$ cat config.mk
export PLATFORM = sky130hd
export DESIGN_NAME = output_writeback_block_flat
export DESIGN_NICKNAME = d
export VERILOG_FILES = /design/src/rtl/output_writeback_if.sv /design/src/rtl/output_writeback_block.sv /design/src/flat_wrapper.sv
export SDC_FILE = /design/constraint.sdc
export NUM_CORES = 2
export LEC_CHECK = 0
export CORE_MARGIN = 5
export CORE_UTILIZATION = 30
export CTS_BUF_LIST = sky130_fd_sc_hd__clkbuf_4
export DETAILED_ROUTE_END_ITERATION = 8
export PLACE_DENSITY_LB_ADDON = 0.25
export SLEW_MARGIN = 25
export SYNTH_ARGS = -nofsm -noshare
export SYNTH_HDL_FRONTEND = slang
export SYNTH_SLANG_ARGS = --single-unit
$ cat constraint.sdc
create_clock -name clk -period 21.7 [get_ports clk]
set_input_delay 4.34 -clock clk [delete_from_list [all_inputs] [get_ports clk]]
set_output_delay 4.34 -clock clk [all_outputs]
set_load 0.005 [all_outputs]
$ cat src/rtl/output_writeback_if.sv
// Write-back stage bus bundle: result frame in, register file bank out.
interface output_writeback_if #(
    parameter int unsigned DATA_WIDTH     = 4,
    parameter int unsigned REGS           = 64,
    parameter int unsigned INPUTS         = 4,
    parameter int unsigned INPUTS_PER_BUS = 4
);
    localparam int unsigned BUS_W  = INPUTS_PER_BUS * DATA_WIDTH;
    localparam int unsigned LANES  = INPUTS * INPUTS_PER_BUS;
    localparam int unsigned DEST_W = $clog2(REGS);

    logic                         wStart;
    logic [BUS_W-1:0]             r0;
    logic [BUS_W-1:0]             r1;
    logic [BUS_W-1:0]             r2;
    logic [BUS_W-1:0]             r3;
    logic [LANES-1:0]             wWriteEn;
    logic [LANES*DEST_W-1:0]      wDest;
    logic                         wBusy;
    logic                         wDone;
    logic [REGS*DATA_WIDTH-1:0]   wRegs;

    modport master (
        output wStart, r0, r1, r2, r3, wWriteEn, wDest,
        input  wBusy, wDone, wRegs
    );

    modport slave (
        input  wStart, r0, r1, r2, r3, wWriteEn, wDest,
        output wBusy, wDone, wRegs
    );
endinterface

$ cat src/rtl/output_writeback_block.sv
// Write-back stage: stages one 16-lane result frame, then commits it into the
// register file WRITE_PORTS lanes per cycle, highest lane winning on conflicts.
module output_writeback_block #(
    parameter int unsigned DATA_WIDTH     = 4,
    parameter int unsigned REGS           = 64,
    parameter int unsigned INPUTS         = 4,
    parameter int unsigned INPUTS_PER_BUS = 4,
    parameter int unsigned WRITE_PORTS    = 4
) (
    input  logic                clk,
    input  logic                rst,
    output_writeback_if.slave   bus
);
    localparam int unsigned LANES  = INPUTS * INPUTS_PER_BUS;
    localparam int unsigned GROUPS = LANES / WRITE_PORTS;
    localparam int unsigned DEST_W = $clog2(REGS);
    localparam int unsigned LANE_W = $clog2(LANES);
    localparam int unsigned G_W    = (GROUPS > 1) ? $clog2(GROUPS) : 1;

    typedef enum logic {IDLE, WRITE} state_t;

    state_t                                state;
    state_t                                stateNext;
    logic [G_W-1:0]                        g;
    logic [G_W-1:0]                        gNext;
    logic                                  busyReg;
    logic                                  busyNext;
    logic                                  doneReg;
    logic                                  doneNext;
    logic                                  capture;

    logic [LANES-1:0][DATA_WIDTH-1:0]      laneData;
    logic [LANES-1:0][DEST_W-1:0]          laneDest;
    logic [LANES-1:0][DATA_WIDTH-1:0]      stageData;
    logic [LANES-1:0][DEST_W-1:0]          stageDest;
    logic [LANES-1:0]                      stageEn;
    logic [REGS-1:0][DATA_WIDTH-1:0]       regFile;
    logic [REGS-1:0][DATA_WIDTH-1:0]       regNext;
    logic [LANE_W-1:0]                     lane;

    // Global lane 4b+k is lane k of bus b, so bus 0 sits in the low bits.
    assign laneData = {bus.r3, bus.r2, bus.r1, bus.r0};
    assign laneDest = bus.wDest;

    // Frame sequencing: capture in IDLE, walk the groups in WRITE.
    always_comb begin
        stateNext = state;
        gNext     = g;
        busyNext  = 1'b0;
        doneNext  = 1'b0;
        capture   = 1'b0;
        case (state)
            IDLE: begin
                if (bus.wStart) begin
                    capture   = 1'b1;
                    gNext     = '0;
                    busyNext  = 1'b1;
                    stateNext = WRITE;
                end
            end
            WRITE: begin
                if (g == G_W'(GROUPS - 1)) begin
                    gNext     = '0;
                    doneNext  = 1'b1;
                    stateNext = IDLE;
                end else begin
                    gNext    = g + G_W'(1);
                    busyNext = 1'b1;
                end
            end
            default: stateNext = IDLE;
        endcase
    end

    // Ascending lane order makes the highest enabled lane the last writer.
    always_comb begin
        regNext = regFile;
        lane    = '0;
        if (state == WRITE) begin
            for (int unsigned p = 0; p < WRITE_PORTS; p++) begin
                lane = LANE_W'(32'(g) * WRITE_PORTS + p);
                if (stageEn[lane]) begin
                    regNext[stageDest[lane]] = stageData[lane];
                end
            end
        end
    end

    always_ff @(posedge clk or posedge rst) begin
        if (rst) begin
            state   <= IDLE;
            g       <= '0;
            busyReg <= 1'b0;
            doneReg <= 1'b0;
        end else begin
            state   <= stateNext;
            g       <= gNext;
            busyReg <= busyNext;
            doneReg <= doneNext;
        end
    end

    // Staging holds the frame so inputs may change freely during WRITE.
    always_ff @(posedge clk or posedge rst) begin
        if (rst) begin
            stageData <= '0;
            stageDest <= '0;
            stageEn   <= '0;
            regFile   <= '0;
        end else begin
            regFile <= regNext;
            if (capture) begin
                stageData <= laneData;
                stageDest <= laneDest;
                stageEn   <= bus.wWriteEn;
            end
        end
    end

    assign bus.wBusy = busyReg;
    assign bus.wDone = doneReg;
    assign bus.wRegs = regFile;
endmodule

$ cat src/flat_wrapper.sv
// flat-port wrapper written by rule: the top's interface ports become plain ports
module output_writeback_block_flat 
#(
    parameter int unsigned DATA_WIDTH     = 4,
    parameter int unsigned REGS           = 64,
    parameter int unsigned INPUTS         = 4,
    parameter int unsigned INPUTS_PER_BUS = 4,
    parameter int unsigned WRITE_PORTS    = 4
)
  (clk, rst, bus_wStart, bus_r0, bus_r1, bus_r2, bus_r3, bus_wWriteEn, bus_wDest, bus_wBusy, bus_wDone, bus_wRegs);
  output_writeback_if #(.DATA_WIDTH(DATA_WIDTH), .REGS(REGS), .INPUTS(INPUTS), .INPUTS_PER_BUS(INPUTS_PER_BUS)) bus_i ();
  input  logic clk;
  input  logic rst;
  input wire logic [$bits(bus_i.wStart)-1:0] bus_wStart;
  input wire logic [$bits(bus_i.r0)-1:0] bus_r0;
  input wire logic [$bits(bus_i.r1)-1:0] bus_r1;
  input wire logic [$bits(bus_i.r2)-1:0] bus_r2;
  input wire logic [$bits(bus_i.r3)-1:0] bus_r3;
  input wire logic [$bits(bus_i.wWriteEn)-1:0] bus_wWriteEn;
  input wire logic [$bits(bus_i.wDest)-1:0] bus_wDest;
  output wire logic [$bits(bus_i.wBusy)-1:0] bus_wBusy;
  output wire logic [$bits(bus_i.wDone)-1:0] bus_wDone;
  output wire logic [$bits(bus_i.wRegs)-1:0] bus_wRegs;
  assign bus_i.wStart = bus_wStart;
  assign bus_i.r0 = bus_r0;
  assign bus_i.r1 = bus_r1;
  assign bus_i.r2 = bus_r2;
  assign bus_i.r3 = bus_r3;
  assign bus_i.wWriteEn = bus_wWriteEn;
  assign bus_i.wDest = bus_wDest;
  assign bus_wBusy = bus_i.wBusy;
  assign bus_wDone = bus_i.wDone;
  assign bus_wRegs = bus_i.wRegs;
  output_writeback_block #(.DATA_WIDTH(DATA_WIDTH), .REGS(REGS), .INPUTS(INPUTS), .INPUTS_PER_BUS(INPUTS_PER_BUS), .WRITE_PORTS(WRITE_PORTS)) u_core (.clk(clk), .rst(rst), .bus(bus_i));
endmodule
Yosys cells after proc, flatten, opt, wreduce, memory -nomap -nowiden
Index checks and enable logic that the tools add are counted.
{"block": "classes", "n_eq_ne": 2, "bitwise_logic": 1, "order_cmp": 12, "n_reduce_logical": 4, "muxes": 52, "add_sub_neg": 4}
{"operator": "two-way mux 256 bit", "n": 7}
{"operator": "bitwise mux 256 bit", "n": 4}
{"operator": "demux 4 bit (select 6 bit)", "n": 4}
{"operator": "binary-select mux 6 bit (select 4 bit)", "n": 3}
{"operator": "binary-select mux 4 bit (select 4 bit)", "n": 3}
{"operator": "two-way mux 4 bit", "n": 8}
{"operator": "< comparator 6 x 7 -> 1 bit (second input constant)", "n": 4}
{"operator": ">= comparator 6 x 1 -> 1 bit (second input constant)", "n": 4}
{"operator": "two-way mux 6 bit", "n": 4}
{"operator": "< comparator 4 x 5 -> 1 bit (second input constant)", "n": 4}
{"operator": "binary-select mux 1 bit (select 4 bit)", "n": 3}
{"operator": "binary-select mux 6 bit (select 2 bit)", "n": 1}
{"operator": "two-way mux 1 bit", "n": 9}
{"operator": "adder 4 x 2 -> 4 bit (second input constant)", "n": 2}
{"operator": "binary-select mux 4 bit (select 2 bit)", "n": 1}
{"operator": "adder 4 x 1 -> 4 bit (second input constant)", "n": 1}
{"operator": "logical AND 1 bit", "n": 4}
{"operator": "two-way mux 2 bit", "n": 2}
{"operator": "one-hot mux 2 bit (2 select lines)", "n": 1}
{"operator": "adder 2 x 1 -> 2 bit (second input constant)", "n": 1}
{"operator": "binary-select mux 1 bit (select 2 bit)", "n": 1}
{"operator": "== test 2 bit (second input constant)", "n": 1}
{"operator": "!= test 2 bit (second input constant)", "n": 1}
{"operator": "one-hot mux 1 bit (2 select lines)", "n": 1}
{"operator": "inverter 1 bit", "n": 1}
{"block": "totals", "input_bits": 179, "elab_cells": 175, "ff_bits": 436}

Longest topological paths before layout
{"block": "depth", "depth_word": 17, "mapped_depth": 11, "mapped_depth_nobuf": 5}

Worst setup path before layout
OpenSTA, ideal clock, no wires.
{"block": "synth_path", "path_type": "input to register", "start": "input port bus_wStart", "end": "register u_core.stageDest[33] in the netlist's numbering", "required_ns": 21.575, "slack_ns": 15.924, "setup_time_ns": 0.125, "arrival_time_ns": 5.651, "cell_stages": 5, "path_cell_list": "inv_1 -> nor2_1 -> clkbuf_1 -> clkbuf_1 -> mux2_2"}
{"block": "synth_via", "elab_chain_len": 2}
{"element": "from (decl)", "line_no": "flat_wrapper.sv:14", "text": "input wire logic [$bits(bus_i.wStart)-1:0] bus_wStart;"}
{"element": "two-way mux 1 bit", "line_no": "output_writeback_block.sv:54", "text": "if (bus.wStart) begin"}
{"element": "two-way mux 1 bit", "line_no": "output_writeback_block.sv:52", "text": "case (state)"}
{"element": "to (signal assigned)", "line_no": "output_writeback_block.sv:114", "text": "stageDest <= laneDest;"}
{"element": "to (decl)", "line_no": "output_writeback_block.sv:35", "text": "logic [LANES-1:0][DEST_W-1:0] stageDest;"}
Every way passes these cells.
A chain may end at the register's enable or synchronous reset.

==> results.txt <==
----------------------------------------------------
[Worst setup path]
  Sort of element at the end of the critical path ... primary output
  Worst Setup Path Type ... flip-flop to primary output
  Required time of the worst setup path ... 17360 ps
  Largest incremental delay on the critical path ... 920 ps
  CP Max Fanout ... 19
  Slack of the worst reg-to-reg path ... 17280 ps
  Critical Path Source Type ... flip-flop
  Worst path bufs/invs ... 1
  Slowest cell on the critical path ... dfrtp_1
  WP data arrival ... 2630 ps
  Crit-path leading delay family ... flip-flops
  Chain of cells forming the critical path ... clkdlybuf4s50_1

[Clock network]
  Number of buffers inserted for hold repair after clock tree synthesis ... 0
  Sinks on the clock net ... 436
  H-tree depth ... 4
  TritonCTS clock tree ... yes
  CTS clk-pin slew, worst paths ... 60 ps
  Number of post-CTS setup repair buffers ... 0
  Source-to-sink clock delay at the later pin of the worst-skew pair ... 1080 ps
  Inserted Clock Buffers ... 135
  Deepest clock path buffer count ... 3
  Number of cells upsized or downsized after cts ... 0
  Cell at the root of the clock tree ... clkbuf_4

[Synthesis]
  Largest area contributor in the netlist ... dfrtp_1
  Post-synthesis share of cell area spent on full adders, half adders and majority gates ... 0.0425%
  Area fraction in compound gates after synthesis ... 29.3%
  Fraction of registers with async set or reset after synthesis ... 100%
  Main combinational cell family by area after synthesis ... compound AO/OA/AOI/OAI gates
  Synth Area in Simple Gates ... 17.7%
  Avg Synthesized Cell Area ... 9.00 sq um
  Portion of synthesized cell area occupied by the leading cell type ... 37.1%
  XOR/XNOR Fraction of Synth Area ... 0%
  Mux contribution to synthesized area ... 10.1%
  Syn Inst Count ... 3272
  EDFF count, synth ... 0
  Synthesized netlist net count ... 3452
  Cell Area, Synth ... 0.0294 sq mm
  Synthesis Warnings ... 0
  Top cells by area in the synthesized netlist ... dfrtp_1, a221oi_1, mux2_2
  Leading register cell type out of synthesis ... dfrtp_1
  Post-synthesis sequential area ratio ... 37.1%
  Cell variety after synth ... 60
  Synth Register Bits ... 436

[Global routing]
  Via count of the first global-routing pass ... 31600
  Remaining global-route overflow ... 0
  Global-route wire length before repair ... 223 mm
  Maximum number of pins on one net before global-route repair ... 234
  Global-route usage over all layers ... 28.9%
  Initial antenna violation count ... 9

[Floorplanning]
  Horizontal extent of the die ... 323 um
  Standard cell core area ... 0.0978 sq mm
  Die footprint ... 0.105 sq mm
  Number of rows in the core area ... 115
  Die outline height ... 323 um
  Io pins ... 437
  Effective utilization at floorplan ... 30.1%

[Layout]
  Proportion of layout cells with a drive suffix above 1 ... 17.1%
  Number of nets in the finished design ... 3742
  P&R area growth vs syn ... 24.8%

[Pwr]
  Static leakage ... 13.2 nW
  Maximum resistive drop on vdd ... 0.000133 V
  Power per standard cell area ... 191 mW/mm^2
  Overall power consumption ... 7.02 mW

[STA]
  Minimum period implied by the final worst setup slack ... 6970 ps
  Accumulated negative setup slack ... 0 ps
  Pins Over Slew Limit ... 0
  Maximum clock frequency ... 144 MHz
  Slew at the pin with the worst max-slew slack ... 1240 ps
  Hold Vio Cnt, Final ... 0
  Worst-case clock skew ... 62.3 ps
  Final number of setup-violating endpoints ... 0
  Setup repair after global routing missed its margin ... false
  Period Utilization, post-route ... 32.1%
  Max-slew headroom at the worst pin ... 17.3%

[Routing]
  DRC errors left ... 1
  Total length of routed met3 wires ... 23.8 mm
  Violation count after the first detailed-route iteration ... 5647
  DRT met1 WL ... 58.5 mm
  Number of detailed-routing iterations run before antenna repair ... 9
  Met2 routed WL ... 66.0 mm
  Average detailed-routed wire length per instance ... 32.2 um
  Residual antenna-violating net count after detailed routing ... 0
  Top routing layer in use ... met5
  Vias per inst ... 6.68
  Post-Route WL ... 159 mm
  Vias post-DR ... 33000

[Place]
  Half-perimeter wire length after placement ... 103 mm
  Routability congestion estimate ... 0.928
  Port-buffer cells ... 436

[Hold path]
  Tightest Hold Check Type ... flip-flop to flip-flop

[Run]
  Total of max-cap violations ... 0

[Status]
  Outcome ... finished, violations left
  Violations in the final reports ... DRC

----------------------------------------------------
final timing paths:
check / startpoint / to / cells after the start
min in group asynchronous: rst / u_core.stageData[62] / 2
min: u_core.stageDest[30] / u_core.stageDest[30] / 1
max: u_core.state / bus_wBusy / 1
max reg2reg: u_core.g[1] / u_core.bus.wRegs[98] / 7
min reg2reg: u_core.stageDest[30] / u_core.stageDest[30] / 1
max in group asynchronous: rst / u_core.bus.wRegs[115] / 4
where the power goes:
group / switching (mW) / internal (mW) / leakage [nW] / total, mW
Clock: 0.419 / 0.472 / 1.02 / 0.891
Sequential: 0.304 / 1.14 / 5.51 / 1.44
Combinational: 3.19 / 1.49 / 6.71 / 4.69
Total: 3.92 / 3.10 / 13.2 / 7.02
flip-flops by register name (all words and copies together), names as in the netlist:
| register | count |
|---|---|
| u_core.bus.wDone | 1 |
| u_core.state | 1 |
| u_core.stageEn | 16 |
| u_core.g | 2 |
| u_core.stageData | 64 |
| u_core.bus.wRegs | 256 |
| u_core.stageDest | 96 |
cells in the final DEF, fill, tap and decap left out, types with 23 or more instances in the layout:
cell type          n
mux4_2            44
a221oi_1         248
nand3_1          233
a22oi_1          251
mux2_2           176
nor4b_4           23
a21oi_1          243
o221ai_1          24
nor4bb_1          24
o21ai_1          160
clkdlybuf4s50_1  436
nand2_1          369
o21ai_0           96
clkbuf_4         189
buf_4            108
nor2_1            85
dfrtp_1          434
o22ai_1          244
cell usage after synthesis (all sizes together), types with 20 or more instances:
library cell	instances
nand4b	21
nand4bb	21
nor2	88
buf	140
a221oi	248
nor4b	30
mux4	44
nand2	371
o22ai	244
a22oi	251
mux2	176
dfrtp	436
o21ai	256
and4b	20
nor4bb	35
a21oi	243
nand3	233
clkbuf	257
o221ai	24
cell type report:
class / count / area, sq um
clock inverters: 37 / 337
well taps: 1287 / 1610
diodes: 8 / 20.0
repair buffers: 550 / 5280
fillers: 9977 / 61100
inverters: 4 / 30.0
clock buffers: 189 / 1420
multi-input cells: 2435 / 17100
flip-flops and latches: 436 / 10900
logic make-up after synthesis:
group / count (synthesis)
AO/OA/AOI/OAI: 1301
AND/OR/NAND/NOR: 913
adder cells (fa/ha/maj): 1
multiplexers: 220
buffers and inverters: 401
flip-flops: 436
per-layer routing:
| metal | GRT usage, % | vias up |
|---|---|---|
| li1 | - | 13600 |
| met1 | 36.4 | 15900 |
| met2 | 41.6 | 2890 |
| met3 | 12.1 | 679 |
| met4 | 16.7 | 10 |
| met5 | 0 | - |
per-stage QoR:
step / cells / area, sq um / utilization [%] / setup slack (ps) / hold slack, ps
after floorplan: 3272 / 29400 / - / 5210 / 475
after global placement: 4705 / 34800 / 35.5 / 14650 / 484
after detailed placement: 4710 / 34900 / 35.6 / 14580 / 492
after CTS: 4936 / 36600 / 37.4 / 14660 / 506
after global routing: 4945 / 36700 / 37.5 / 14610 / 514
final: 4946 / 36700 / 37.5 / 14730 / 502
(Power assumes the default switching activity.)
